## src/rtl/servo_pkg.sv

```systemverilog
// servo_pkg: shared definitions for the servo PWM peripheral.
//   - register word offsets relative to BASE_ADDR
//   - FSM state encoding
//   - pulse-width type and the write-clamp helper
package servo_pkg;

    typedef logic [15:0] width_t;

    localparam logic [1:0] REG_TARGET = 2'd0;
    localparam logic [1:0] REG_CTRL   = 2'd1;
    localparam logic [1:0] REG_STATUS = 2'd2;

    typedef enum logic [1:0] {
        IDLE  = 2'd0,
        TRACK = 2'd1,
        HOLD  = 2'd2
    } state_e;

    // Clamp a software-supplied width into the legal [lo, hi] range.
    function automatic width_t clamp_width(input width_t w, input width_t lo, input width_t hi);
        if (w < lo)      return lo;
        else if (w > hi) return hi;
        else             return w;
    endfunction

endpackage

```

## src/rtl/servo_timebase.sv

```systemverilog
// servo_timebase: microsecond prescaler plus in-period microsecond counter.
// Ports:
//   clk_i         system clock
//   rst_ni        asynchronous active-low reset
//   en_i          run enable; while low both counters are held at 0
//   us_cnt_o      microseconds elapsed in the current period (0..PERIOD_US-1)
//   period_end_o  high on the cycle us_cnt wraps PERIOD_US-1 -> 0
module servo_timebase
    import servo_pkg::*;
#(
    parameter int CLK_HZ    = 50_000_000,
    parameter int PERIOD_US = 20000
) (
    input  logic   clk_i,
    input  logic   rst_ni,
    input  logic   en_i,
    output width_t us_cnt_o,
    output logic   period_end_o
);

    localparam int DIV = CLK_HZ / 1_000_000;
    localparam int PW  = $clog2(DIV);

    logic [PW-1:0] presc_q;
    width_t        us_cnt_q;
    logic          us_tick;

    assign us_tick      = en_i && (presc_q == PW'(DIV - 1));
    assign period_end_o = us_tick && (us_cnt_q == width_t'(PERIOD_US - 1));
    assign us_cnt_o     = us_cnt_q;

    always_ff @(posedge clk_i or negedge rst_ni) begin
        if (!rst_ni) begin
            presc_q  <= '0;
            us_cnt_q <= '0;
        end else if (!en_i) begin
            presc_q  <= '0;
            us_cnt_q <= '0;
        end else begin
            presc_q <= us_tick ? '0 : presc_q + 1'b1;
            if (us_tick)
                us_cnt_q <= period_end_o ? '0 : us_cnt_q + 1'b1;
        end
    end

endmodule

```

## src/rtl/servo_pwm_mmio.sv

```systemverilog
// servo_pwm_mmio: memory-mapped 50 Hz servo PWM with slew-limited width tracking.
// Ports:
//   clock    system clock
//   reset    asynchronous active-low reset
//   wEn      dmem write enable
//   addr     dmem word address
//   dataIn   dmem write data
//   rdata    read data for BASE..BASE+2, 0 otherwise (combinational)
//   rhit     addr decodes to BASE..BASE+2 (combinational)
//   pwm_out  registered servo pulse
//   busy     width still tracking toward target while enabled
// Register map (word offsets from BASE_ADDR):
//   0 TARGET  [15:0] width in us, clamped to [MIN_US, MAX_US] on write
//   1 CTRL    [0] enable
//   2 STATUS  {busy, 15'b0, cur_width[15:0]}, read only
module servo_pwm_mmio
    import servo_pkg::*;
#(
    parameter int          CLK_HZ    = 50_000_000,
    parameter int          PERIOD_US = 20000,
    parameter int          MIN_US    = 1000,
    parameter int          MAX_US    = 2000,
    parameter int          SLEW_US   = 10,
    parameter logic [11:0] BASE_ADDR = 12'd8
) (
    input  logic        clock,
    input  logic        reset,
    input  logic        wEn,
    input  logic [11:0] addr,
    input  logic [31:0] dataIn,
    output logic [31:0] rdata,
    output logic        rhit,
    output logic        pwm_out,
    output logic        busy
);

    localparam width_t           MIN_W  = width_t'(MIN_US);
    localparam width_t           MAX_W  = width_t'(MAX_US);
    localparam width_t           MID_W  = width_t'((MIN_US + MAX_US) / 2);
    localparam width_t           SLEW_W = width_t'(SLEW_US);
    localparam logic signed [16:0] SLEW_S = 17'(SLEW_US);

    width_t      target_q, target_d;
    width_t      cur_q, cur_d, cur_step;
    logic        enable_q, enable_d;
    logic        pwm_q, pwm_d;
    state_e      state_q;

    logic [11:0] off;
    logic        wr_target, wr_ctrl;
    logic        run;
    width_t      us_cnt;
    logic        period_end;
    logic signed [16:0] diff;
    logic        unused_data;

    assign unused_data = ^dataIn[31:16];

    // ---------------- decode ----------------
    assign off       = addr - BASE_ADDR;
    assign rhit      = (off < 12'd3);
    assign wr_target = wEn && rhit && (off[1:0] == REG_TARGET);
    assign wr_ctrl   = wEn && rhit && (off[1:0] == REG_CTRL);

    always_comb begin
        rdata = '0;
        if (rhit) begin
            case (off[1:0])
                REG_TARGET: rdata = {16'b0, target_q};
                REG_CTRL:   rdata = {31'b0, enable_q};
                REG_STATUS: rdata = {busy, 15'b0, cur_q};
                default:    rdata = '0;
            endcase
        end
    end

    // Counting only runs when enabled both before and after this edge: a
    // disabling write clears the counters and the pulse on its own edge, and
    // an enabling write starts the period cleanly from us_cnt=0 one edge later.
    assign run = enable_q && enable_d;

    servo_timebase #(
        .CLK_HZ    (CLK_HZ),
        .PERIOD_US (PERIOD_US)
    ) u_timebase (
        .clk_i        (clock),
        .rst_ni       (reset),
        .en_i         (run),
        .us_cnt_o     (us_cnt),
        .period_end_o (period_end)
    );

    // ---------------- slew ----------------
    // Uses target_q, so a target written on the period_end edge only affects
    // the following period.
    always_comb begin
        diff = $signed({1'b0, target_q}) - $signed({1'b0, cur_q});
        if (diff > SLEW_S)       cur_step = cur_q + SLEW_W;
        else if (diff < -SLEW_S) cur_step = cur_q - SLEW_W;
        else                     cur_step = target_q;
    end

    always_comb begin
        target_d = target_q;
        if (wr_target) target_d = clamp_width(dataIn[15:0], MIN_W, MAX_W);
        enable_d = enable_q;
        if (wr_ctrl) enable_d = dataIn[0];
        cur_d = cur_q;
        if (period_end) cur_d = cur_step;
        pwm_d = run && (us_cnt < cur_q);
    end

    always_ff @(posedge clock or negedge reset) begin
        if (!reset) begin
            target_q <= MID_W;
            cur_q    <= MID_W;
            enable_q <= 1'b0;
            pwm_q    <= 1'b0;
        end else begin
            target_q <= target_d;
            cur_q    <= cur_d;
            enable_q <= enable_d;
            pwm_q    <= pwm_d;
        end
    end

    // ---------------- FSM ----------------
    always_ff @(posedge clock or negedge reset) begin
        if (!reset) begin
            state_q <= IDLE;
        end else if (!enable_d) begin
            state_q <= IDLE;
        end else begin
            case (state_q)
                IDLE:    state_q <= (target_d != cur_d) ? TRACK : HOLD;
                TRACK:   if (period_end && (cur_d == target_d)) state_q <= HOLD;
                HOLD:    if (wr_target && (target_d != cur_d)) state_q <= TRACK;
                default: state_q <= IDLE;
            endcase
        end
    end

    assign busy    = (state_q == TRACK);
    assign pwm_out = pwm_q;

endmodule

```

## config.mk

```make
export PLATFORM = sky130hd
export DESIGN_NAME = servo_pwm_mmio
export DESIGN_NICKNAME = d
export VERILOG_FILES = /design/src/rtl/servo_pkg.sv /design/src/rtl/servo_timebase.sv /design/src/rtl/servo_pwm_mmio.sv
export SDC_FILE = /design/constraint.sdc
export NUM_CORES = 1
export LEC_CHECK = 0
export ABC_CLOCK_PERIOD_IN_PS = 6080
export BUFFER_PORTS_ARGS = -buffer_cell sky130_fd_sc_hd__buf_2
export CORE_UTILIZATION = 60
export CTS_BUF_LIST = sky130_fd_sc_hd__clkbuf_4
export DETAILED_ROUTE_END_ITERATION = 6
export HOLD_SLACK_MARGIN = 0.03
export PLACE_DENSITY = 0.8
export SYNTH_ARGS = -nofsm -noshare
export SYNTH_HDL_FRONTEND = slang
export SYNTH_SLANG_ARGS = --single-unit
```

## constraint.sdc

```tcl
create_clock -name clock -period 6.08 [get_ports clock]
set_input_delay 0.608 -clock clock [delete_from_list [all_inputs] [get_ports clock]]
set_output_delay 0.608 -clock clock [all_outputs]
set_load 0.02 [all_outputs]
```

==> impl_metrics.env <==
export IMPL_die_h_um=106
export IMPL_layout_worst_path_cycle_share=0.942
export IMPL_cts_tree="done"
export IMPL_ioPinCount=82
export IMPL_ir_drop_v=0.000153
export IMPL_netlist_instances=862
export IMPL_crit_type="reg -> reg"
export IMPL_synthArstFlopShare=1.00
export IMPL_hp_class="in -> async"
export IMPL_syn_to_final_growth_pct=6.38
export IMPL_synth_most_common_cell="nand2_1"
export IMPL_rsz0062_at_grt="false"
export IMPL_syn_cell_area_um2=6530
export IMPL_yosysUniqueCellTypes=86
export IMPL_crit_arrival_ns=6.06
export IMPL_synth_edf_count=0
export IMPL_synth_xor_area_frac=0.0590
export IMPL_fin_worst_skew_ns=0.0179
export IMPL_port_buffers=50
export IMPL_cp_max_fo=11
export IMPL_grt_max_degree=59
export IMPL_grt_usage=0.434
export IMPL_synth_top_family_by_area="compound AO/OA/AOI/OAI gates"
export IMPL_nFillCells=902
export IMPL_postCtsSetupRepairBufs=0
export IMPL_num_vias=7291
export IMPL_yosysSeqAreaShare=0.225
export IMPL_drive_gt1_frac=0.127
export IMPL_synth_adder_area_share=0.0740
export IMPL_ys_ff_latch=58
export IMPL_drt_met1_wl_um=9270
export IMPL_period_needed_ns=5.73
export IMPL_place_gp_congestion=1.04
export IMPL_drc=0
export IMPL_fin_util=0.667
export IMPL_yosysTopAreaCell="dfrtp_1"
export IMPL_reg2reg_depth=14
export IMPL_tightest_slew_ns=0.893
export IMPL_synth_area_leaders="dfrtp_1 17%, ha_1 7.1%, dfstp_2 5.6%"
export IMPL_cts_root_buf="clkbuf_4"
export IMPL_synth_top_area_frac=0.169
export IMPL_drtAntennaViolNets=0
export IMPL_max_cap_violations=0
export IMPL_grt_pass1_vias=7048
export IMPL_p_leak_nw=3.07
export IMPL_status="completed"
export IMPL_clock_fmax_mhz=175
export IMPL_syn_area_per_cell_um2=7.57
export IMPL_r2r_start="cur_q[4]$_DFF_PN1_"
export IMPL_dpl_instance_area_um2=6780
export IMPL_startpoint_type="flop"
export IMPL_ys_top_cells_by_count="91 x nand2_1, 87 x nor2_1, 65 x o21ai_0, 45 x a21oi_1"
export IMPL_row_count=37
export IMPL_antenna_found_initial=0
export IMPL_grt_overflow=0
export IMPL_path_clk_slew_ns=0.11
export IMPL_ys_warn_count=0
export IMPL_cts_resized=0
export IMPL_fin_setup_tns_ns=0
export IMPL_fin_area_um2=6940
export IMPL_dp_cells=1015
export IMPL_synthSimpleGateAreaFrac=0.261
export IMPL_die_area_um2=11300
export IMPL_start_util=0.627
export IMPL_die_w_um=106
export IMPL_hold_violations=0
export IMPL_synthFlopType="dfrtp_1"
export IMPL_cts_made_buffers=9
export IMPL_htreeDepth=3
export IMPL_setup_viol=0
export IMPL_synthMuxAreaShare=0.0414
export IMPL_slew_headroom=0.396
export IMPL_vias_per_cell=7.07
export IMPL_end_kind="flop"
export IMPL_worstSkewPairLatency_ns=0.43
export IMPL_cts_buffer_depth=2
export IMPL_top_layer_used="met4"
export IMPL_wl_um=23900
export IMPL_numClockSinks=58
export IMPL_hold_buffers=0
export IMPL_register_area_um2=1470
export IMPL_core_area_um2=10400
export IMPL_wl_met2_um=11100
export IMPL_reg2reg_setup_slack_ns=0.35
export IMPL_drv_slew=0
export IMPL_power_density_nw_per_um2=115
export IMPL_multi_input_area_um2=4630
export IMPL_drt_iter0_drc=1090
export IMPL_hpwl_um=18100
export IMPL_worst_ep_required_time_ns=6.41
export IMPL_nets=975
export IMPL_layoutNonFillerInstCount=1031
export IMPL_avgRoutedWirePerCell_um=23.2
export IMPL_synth_compound_area_frac=0.265
export IMPL_dr_pass1_iters=7
export IMPL_antenna_diode_count=0
export IMPL_timing_rr_end="state_q[0]$_DFFE_PN0P_"
export IMPL_grt_pass1_wl_um=37500
export IMPL_wl_met3_um=2290
## flip-flops by register name (all words and copies together) (netlist names)
| name | flops |
|---|---|
| enable_q | 1 |
| u_timebase.us_cnt_o | 16 |
| target_q | 16 |
| pwm_out | 1 |
| cur_q | 16 |
| u_timebase.presc_q | 6 |
| state_q | 2 |
## final cells by class
type,instances,area share
clock buffers,9,0.00973
clock inverters,7,0.0135
multi-input cells,713,0.667
well taps,136,0.0245
flip-flops and latches,58,0.212
inverters,47,0.0254
repair buffers,61,0.0479
## worst max path at each step
| stage | start | to | slack [ns] |
|---|---|---|---|
| 2_1_floorplan | cur_q[3]$_DFF_PN1_ | state_q[1]$_DFFE_PN0P_ | 1.60 |
| 3_3_place_gp | cur_q[4]$_DFF_PN1_ | state_q[0]$_DFFE_PN0P_ | 0.75 |
| 3_5_place_dp | cur_q[4]$_DFF_PN1_ | state_q[1]$_DFFE_PN0P_ | 0.61 |
| 4_1_cts | cur_q[4]$_DFF_PN1_ | state_q[0]$_DFFE_PN0P_ | 0.57 |
| 5_1_grt | cur_q[4]$_DFF_PN1_ | state_q[0]$_DFFE_PN0P_ | 0.16 |
| 6_report | cur_q[4]$_DFF_PN1_ | state_q[0]$_DFFE_PN0P_ | 0.35 |
## per-layer routing
| metal | vias up | GRT usage |
|---|---|---|
| li1 | 3229 | - |
| met3 | 120 | 0.109 |
| met1 | 3470 | 0.525 |
| met5 | - | 0 |
| met2 | 472 | 0.708 |
| met4 | 0 | 0.232 |
## power breakdown
part / switching [mW] / internal [mW]
sequential: 0.00139 / 0.387
clock: 0.170 / 0.166
combinational: 0.0540 / 0.0240
## stage by stage
step,hold WS [ns],setup slack (ns),power (mW)
3_3_place_gp,0.475,0.746,0.467
5_1_grt,0.387,0.156,0.823
4_1_cts,0.345,0.567,0.797
6_report,0.318,0.350,0.802
3_5_place_dp,0.510,0.609,0.471
2_1_floorplan,0.312,1.60,0.449
## critical path, cell delays in order, from the launching register on
cell and delay (ns):
dfstp_2 0.65, inv_1 0.23, ha_1 0.55, nand2_1 0.12, a211o_1 0.31, a32o_1 0.35
o311ai_1 0.81, and2_1 0.49, a21oi_2 0.28, mux2_4 0.40, a2111oi_1 0.67, nor4_1 0.19
nand4_1 0.25, nor4_1 0.09, a211oi_1 0.23
## kinds of logic (layout without fill, tap and decap cells)
group | after synthesis | in the layout
compound gates | 252 | 252
xor+xnor | 44 | 44
fa+ha+maj | 38 | 38
buf+inv | 105 | 124
flops | 58 | 58
mux | 25 | 25
other cells | 1 | 15
simple gates | 339 | 339
## cells in the final DEF (no fill, tap or decap), types with 12 or more instances in the layout
master | synthesis | final
a21o_1 | 16 | 16
a21oi_1 | 45 | 45
and3_1 | 16 | 16
buf_2 | 11 | 50
conb_1 | 1 | 15
dfrtp_1 | 44 | 44
dfstp_2 | 14 | 14
ha_1 | 37 | 37
inv_1 | 44 | 44
mux2i_1 | 21 | 21
nand2_1 | 91 | 91
nand2b_1 | 12 | 12
nand3_1 | 23 | 23
nand4_1 | 24 | 24
nor2_1 | 87 | 87
nor3_1 | 19 | 19
nor4_1 | 18 | 18
o211ai_1 | 12 | 12
o21ai_0 | 65 | 65
xnor2_1 | 33 | 33
No activity file was read; power rests on OpenSTA's default activity.
